--- config.mk ---
export PLATFORM = sky130hd
export DESIGN_NAME = interrupt_controller_flat
export DESIGN_NICKNAME = d
export VERILOG_FILES = /design/src/rtl/interrupt_controller_if.sv /design/src/rtl/interrupt_controller.sv /design/src/flat_wrapper.sv
export SDC_FILE = /design/constraint.sdc
export NUM_CORES = 1
export LEC_CHECK = 0
export CAP_MARGIN = 20
export CORE_ASPECT_RATIO = 1.1
export CORE_MARGIN = 5
export CORE_UTILIZATION = 40
export DETAILED_ROUTE_END_ITERATION = 8
export GPL_TIMING_DRIVEN = 0
export PLACE_DENSITY = 0.83
export SLEW_MARGIN = 0
export SYNTH_ARGS = -nofsm -noshare
export SYNTH_HDL_FRONTEND = slang
export SYNTH_SLANG_ARGS = --single-unit
--- constraint.sdc ---
create_clock -name clk -period 3.4 [get_ports clk]
set_input_delay 0.34 -clock clk [delete_from_list [all_inputs] [get_ports clk]]
set_output_delay 0.34 -clock clk [all_outputs]
set_load 0.1 [all_outputs]
--- src/rtl/interrupt_controller_if.sv ---
// Bus between the interrupt controller and the CPU core: request/mask/boundary
// inputs toward the controller, stack and PC-override controls back to the core.
interface interrupt_controller_if #(
    parameter int WIDTH = 10,
    parameter int NIRQ  = 4
);
    logic [NIRQ-1:0]  irq;
    logic             mask_we;
    logic [NIRQ-1:0]  mask_in;
    logic             instr_done;
    logic             reti;
    logic [WIDTH-1:0] pc_in;

    logic             we_stack;
    logic             s_pushpop;
    logic             s_interruption;
    logic [WIDTH-1:0] stack_data;
    logic             pc_load;
    logic [WIDTH-1:0] pc_vector;
    logic [NIRQ-1:0]  int_ack;
    logic             in_isr;

    // master is the controller itself; slave is the core/environment side
    modport master (
        input  irq, mask_we, mask_in, instr_done, reti, pc_in,
        output we_stack, s_pushpop, s_interruption, stack_data,
               pc_load, pc_vector, int_ack, in_isr
    );

    modport slave (
        output irq, mask_we, mask_in, instr_done, reti, pc_in,
        input  we_stack, s_pushpop, s_interruption, stack_data,
               pc_load, pc_vector, int_ack, in_isr
    );
endinterface

--- src/rtl/interrupt_controller.sv ---
// Non-nesting interrupt controller: IDLE -> PUSH -> VECTOR -> ISR -> POP.
// Define INT_EDGE_DETECT_EN for rising-edge latched requests; default is level-sensitive irq.
module interrupt_controller #(
    parameter int               WIDTH       = 10,
    parameter int               NIRQ        = 4,
    parameter logic [WIDTH-1:0] VECTOR_BASE = 10'h3F0
) (
    input logic                   clk,
    input logic                   reset,
    interrupt_controller_if.master bus
);
    localparam int ID_W = (NIRQ > 1) ? $clog2(NIRQ) : 1;

    typedef enum logic [2:0] {
        IDLE,
        PUSH,
        VECTOR,
        ISR,
        POP
    } state_t;

    state_t           state;
    state_t           state_next;
    logic [NIRQ-1:0]  mask;
    logic [NIRQ-1:0]  pending;
    logic [NIRQ-1:0]  active;
    logic [ID_W-1:0]  id;
    logic [ID_W-1:0]  id_sel;
    logic [WIDTH-1:0] stack_data;
    logic             take;

    logic             we_stack;
    logic             s_pushpop;
    logic             s_interruption;
    logic             pc_load;
    logic [WIDTH-1:0] pc_vector;
    logic [NIRQ-1:0]  int_ack;
    logic             in_isr;

`ifdef INT_EDGE_DETECT_EN
    logic [NIRQ-1:0] irq_prev;
    logic [NIRQ-1:0] clear_mask;

    // A fresh rising edge in the same cycle as the acknowledge keeps the bit set
    assign clear_mask = (state == VECTOR) ? (NIRQ'(1) << id) : '0;

    always_ff @(posedge clk) begin
        if (reset) begin
            pending  <= '0;
            irq_prev <= '0;
        end else begin
            pending  <= (pending & ~clear_mask) | (bus.irq & ~irq_prev);
            irq_prev <= bus.irq;
        end
    end
`else
    assign pending = bus.irq;
`endif

    assign active = pending & mask;

    always_comb begin
        id_sel = '0;
        for (int i = NIRQ - 1; i >= 0; i--) begin
            if (active[i]) id_sel = ID_W'(i);
        end
    end

    assign take = (state == IDLE) && bus.instr_done && (|active);

    always_ff @(posedge clk) begin
        if (reset) begin
            mask <= '0;
        end else if (bus.mask_we) begin
            mask <= bus.mask_in;
        end
    end

    // id and return address only change on acceptance, so they survive the whole service
    always_ff @(posedge clk) begin
        if (reset) begin
            id         <= '0;
            stack_data <= '0;
        end else if (take) begin
            id         <= id_sel;
            stack_data <= bus.pc_in;
        end
    end

    always_ff @(posedge clk) begin
        if (reset) begin
            state <= IDLE;
        end else begin
            state <= state_next;
        end
    end

    always_comb begin
        state_next = state;
        unique case (state)
            IDLE:    if (take) state_next = PUSH;
            PUSH:    state_next = VECTOR;
            VECTOR:  state_next = ISR;
            ISR:     if (bus.reti) state_next = POP;
            POP:     state_next = IDLE;
            default: state_next = IDLE;
        endcase
    end

    always_comb begin
        we_stack       = 1'b0;
        s_pushpop      = 1'b0;
        s_interruption = 1'b0;
        pc_load        = 1'b0;
        pc_vector      = '0;
        int_ack        = '0;
        in_isr         = 1'b0;
        unique case (state)
            PUSH: begin
                we_stack       = 1'b1;
                s_interruption = 1'b1;
            end
            VECTOR: begin
                pc_load   = 1'b1;
                pc_vector = VECTOR_BASE + WIDTH'(id);
                int_ack   = NIRQ'(1) << id;
            end
            ISR: begin
                in_isr = 1'b1;
            end
            POP: begin
                we_stack       = 1'b1;
                s_pushpop      = 1'b1;
                s_interruption = 1'b1;
            end
            default: begin
            end
        endcase
    end

    assign bus.we_stack       = we_stack;
    assign bus.s_pushpop      = s_pushpop;
    assign bus.s_interruption = s_interruption;
    assign bus.stack_data     = stack_data;
    assign bus.pc_load        = pc_load;
    assign bus.pc_vector      = pc_vector;
    assign bus.int_ack        = int_ack;
    assign bus.in_isr         = in_isr;
endmodule

--- src/flat_wrapper.sv ---
// flat-port wrapper written by rule: the top's interface ports become plain ports
module interrupt_controller_flat 
#(
    parameter int               WIDTH       = 10,
    parameter int               NIRQ        = 4,
    parameter logic [WIDTH-1:0] VECTOR_BASE = 10'h3F0
)
  (clk, reset, bus_irq, bus_mask_we, bus_mask_in, bus_instr_done, bus_reti, bus_pc_in, bus_we_stack, bus_s_pushpop, bus_s_interruption, bus_stack_data, bus_pc_load, bus_pc_vector, bus_int_ack, bus_in_isr);
  interrupt_controller_if #(.WIDTH(WIDTH), .NIRQ(NIRQ)) bus_i ();
  input logic clk;
  input logic reset;
  input wire logic [$bits(bus_i.irq)-1:0] bus_irq;
  input wire logic [$bits(bus_i.mask_we)-1:0] bus_mask_we;
  input wire logic [$bits(bus_i.mask_in)-1:0] bus_mask_in;
  input wire logic [$bits(bus_i.instr_done)-1:0] bus_instr_done;
  input wire logic [$bits(bus_i.reti)-1:0] bus_reti;
  input wire logic [$bits(bus_i.pc_in)-1:0] bus_pc_in;
  output wire logic [$bits(bus_i.we_stack)-1:0] bus_we_stack;
  output wire logic [$bits(bus_i.s_pushpop)-1:0] bus_s_pushpop;
  output wire logic [$bits(bus_i.s_interruption)-1:0] bus_s_interruption;
  output wire logic [$bits(bus_i.stack_data)-1:0] bus_stack_data;
  output wire logic [$bits(bus_i.pc_load)-1:0] bus_pc_load;
  output wire logic [$bits(bus_i.pc_vector)-1:0] bus_pc_vector;
  output wire logic [$bits(bus_i.int_ack)-1:0] bus_int_ack;
  output wire logic [$bits(bus_i.in_isr)-1:0] bus_in_isr;
  assign bus_i.irq = bus_irq;
  assign bus_i.mask_we = bus_mask_we;
  assign bus_i.mask_in = bus_mask_in;
  assign bus_i.instr_done = bus_instr_done;
  assign bus_i.reti = bus_reti;
  assign bus_i.pc_in = bus_pc_in;
  assign bus_we_stack = bus_i.we_stack;
  assign bus_s_pushpop = bus_i.s_pushpop;
  assign bus_s_interruption = bus_i.s_interruption;
  assign bus_stack_data = bus_i.stack_data;
  assign bus_pc_load = bus_i.pc_load;
  assign bus_pc_vector = bus_i.pc_vector;
  assign bus_int_ack = bus_i.int_ack;
  assign bus_in_isr = bus_i.in_isr;
  interrupt_controller #(.WIDTH(WIDTH), .NIRQ(NIRQ), .VECTOR_BASE(VECTOR_BASE)) u_core (.clk(clk), .reset(reset), .bus(bus_i));
endmodule
==> impl_metrics.env, run 1 <==
export IMPL_status="complete, no violations"
export IMPL_cp_max_fo=12
export IMPL_fin_crit_sh_pct=88.3
export IMPL_dp_cells=173
export IMPL_synth_common_cells="dfxtp_1, nor2_1, mux2i_1"
export IMPL_syn_mean_instance_area_sq_um=9.76
export IMPL_ff2ff_path_depth=6
export IMPL_ys_ff_latch=19
export IMPL_start_util_pct=41.6
export IMPL_post_synth_top_area_cell="dfxtp_1"
export IMPL_yosys_area_share_adder_pct=0
export IMPL_synth_area_mux_share_pct=15.1
export IMPL_min_delay_start="reset"
export IMPL_drc=0
export IMPL_path_cells="buf_4 -> inv_1 -> nor3_4 -> and2_1 -> nor2b_4 -> clkdlybuf4s50_1"
export IMPL_synth_top_flop_cell="dfxtp_1"
export IMPL_path_class="flip-flop to output port"
export IMPL_cts_tree="built"
export IMPL_gp_routability_congestion=0.656
export IMPL_insertion_delay_ns=0.30
export IMPL_r2r_setup_slack_ns=1.86
export IMPL_port_buffers=47
export IMPL_drt_wirelength_per_cell_um=11.9
export IMPL_grt_antenna_before_repair=0
export IMPL_seq_area_frac_synth_pct=41.0
export IMPL_die_h_um=60.5
export IMPL_path_delay_family="buffers and inverters"
export IMPL_numClockSinks=19
export IMPL_die_w_um=55.9
export IMPL_synth_xor_area_share_pct=0.945
export IMPL_cpMaxStageDelayCell="clkdlybuf4s50_1"
export IMPL_firstDrtPassIters=3
export IMPL_leakage_nw=0.596
export IMPL_die_area_sq_mm=0.00338
export IMPL_dp_hpwl_um=1750
export IMPL_grt_first_pass_wirelength_um=3280
export IMPL_worstPathRequired_ns=3.06
export IMPL_worstPathArrival_ns=2.66
export IMPL_vias_per_cell=4.61
export IMPL_worst_pin_slew_ns=0.981
export IMPL_drt_initial_drc_count=9
export IMPL_first_global_vias=793
export IMPL_min_to="u_core.bus.stack_data[8]$_SDFFE_PP0P_"
export IMPL_reg2reg_to="u_core.bus.stack_data[2]$_SDFFE_PP0P_"
export IMPL_final_cell_area_sq_mm=0.00149
export IMPL_crit_buf_inv=3
export IMPL_synth_simple_area_share_pct=19.3
export IMPL_powerDensity_mw_per_mm2=418
export IMPL_rsz0062_at_grt="false"
export IMPL_hold_buffers=0
export IMPL_hold_path_depth=2
export IMPL_slew_headroom_pct=34.4
export IMPL_dpl_cell_area_sq_mm=0.00146
export IMPL_final_setup_worst_slack_ns=0.396
export IMPL_max_cap_violations=0
export IMPL_cts_setup_buffers=0
export IMPL_syn_area_sq_um=927
export IMPL_worst_path_largest_cell_delay_ns=1.12
export IMPL_gr_usage_met3_pct=5.11
export IMPL_synth_edff_count=0
export IMPL_rows=18
export IMPL_setup_viol=0
export IMPL_r2r_start="u_core.state[0]$_SDFFE_PP0P_"
export IMPL_yosysMostFrequentCell="dfxtp_1"
export IMPL_timing_final_hold_violations=0
export IMPL_antenna_left=0
export IMPL_power_total_mw=0.623
export IMPL_root_buffer="clkbuf_4"
export IMPL_cts_made_buffers=3
export IMPL_drive_gt1_share_pct=15.6
export IMPL_syn_inst=95
export IMPL_ir_drop_v=0.000260
export IMPL_io_pins=52
export IMPL_synth_cell_type_count=30
export IMPL_clk_pin_slew_worst_paths_ns=0.10
export IMPL_areaGrowthSynthToFinish_pct=60.6
export IMPL_wl_um=2110
export IMPL_grtUsageMet1_pct=11.7
export IMPL_holdWs_ns=0.422
export IMPL_period_minus_slack_ns=3.00
export IMPL_async_flop_share_pct=0
export IMPL_crit_path_start_kind="flip-flop"
export IMPL_synth_top_area_share_pct=41.0
export IMPL_grt_remaining_overflow=0
export IMPL_layout_cells_non_filler=177
export IMPL_h_tree_depth=1
export IMPL_fin_setup_tns_ns=0
export IMPL_fmax_ghz=0.333
export IMPL_grt_max_degree=13
export IMPL_clk_path_buf_depth=2
export IMPL_track_usage_pct=12.4
export IMPL_yosys_warnings=0
export IMPL_num_nets_final=171
export IMPL_n_antenna_cell=0
export IMPL_maxSlewViolCount=0
export IMPL_fin_util_pct=66.8
export IMPL_core_area_sq_mm=0.00223
export IMPL_skew_ns=0.00260
export IMPL_grt_use_met2_pct=23.6
export IMPL_vias=816
export IMPL_synth_compound_area_share_pct=9.58
export IMPL_cts_resized=0
export IMPL_yosys_top_cells_area="dfxtp_1, mux2i_1, buf_4"
export IMPL_hold_path_class="input port to flip-flop"
export IMPL_dpl_worst_slack_ns=0.707
export IMPL_endpoint_kind="output port"
export IMPL_grt_busiest_layer="met2"
export IMPL_synth_top_family_by_area="simple AND/OR/NAND/NOR gates"
-- state kept, by name (all words and copies together), names as in the netlist --
name                   count
u_core.id                  2
u_core.mask                4
u_core.state               3
u_core.bus.stack_data     10
-- cell families (layout without fill, tap and decap cells) --
logic type      after synthesis  after routing
flops                        19             19
buf+inv                      17             68
compound gates               10             10
mux                          14             14
xor+xnor                      1              1
other cells                   1              2
simple gates                 33             33
-- how the worst max path moves through the flow --
stage	from	to	slack (ns)	depth (start not counted)
after floorplan	u_core.state[1]$_SDFFE_PP0P_	bus_int_ack[2]	0.03	5
after global routing	u_core.state[1]$_SDFFE_PP0P_	bus_int_ack[2]	0.24	6
final	u_core.state[1]$_SDFFE_PP0P_	bus_int_ack[2]	0.40	6
after global placement	u_core.state[1]$_SDFFE_PP0P_	bus_int_ack[2]	0.76	6
after CTS	u_core.state[1]$_SDFFE_PP0P_	bus_int_ack[2]	0.36	6
after detailed placement	u_core.state[1]$_SDFFE_PP0P_	bus_int_ack[2]	0.71	6
-- layer usage --
layer	vias to the layer above	wire length, um
met1	362	808
met5	-	0
met3	4	239
met2	40	1030
li1	410	-
met4	0	29
-- placed cells by master, fill, tap and decap left out, drive strengths merged, types with 2 or more instances in the layout --
cell	n
a21oi	2
nor2	17
nor3	2
nand2	3
and2	2
buf	13
mux2i	14
nand3	2
dfxtp	19
clkdlybuf4s50	47
clkbuf	7
conb	2
o211a	2
nor3b	2
a22o	2
-- cell type report --
type                       instances  area [sq um]
timing repair buffer              47           470
fill                             182           741
clock buffer                       4          26.3
sequential                        19           380
multi-input combinational         60           448
inverter                           1          3.75
tap                               30          37.5
buffer                            16           123
-- power by group --
group | leakage (nW) | internal (mW) | switching (mW) | total, mW
registers | 0.155 | 0.235 | 0.00743 | 0.242
logic | 0.426 | 0.0887 | 0.181 | 0.269
clock network | 0.0150 | 0.0458 | 0.0654 | 0.111
total | 0.596 | 0.369 | 0.254 | 0.623
-- worst reg2reg max path, delay by kind of cell, from the launching register on --
family                 cells  cell delay (ns)
and+or+nand+nor            2             0.39
DFF                        1             0.32
buffers and inverters      2             0.27
AOI/OAI and AO/OA          1             0.22
muxes                      1             0.21
Power figures use the tool's default switching activity.
==> run 2: changes to the inputs <==
- CAP_MARGIN: 20 -> 30
==> results of run 2 <==
Same layout as run 1: the final DEF is identical, and so are final timing and power.
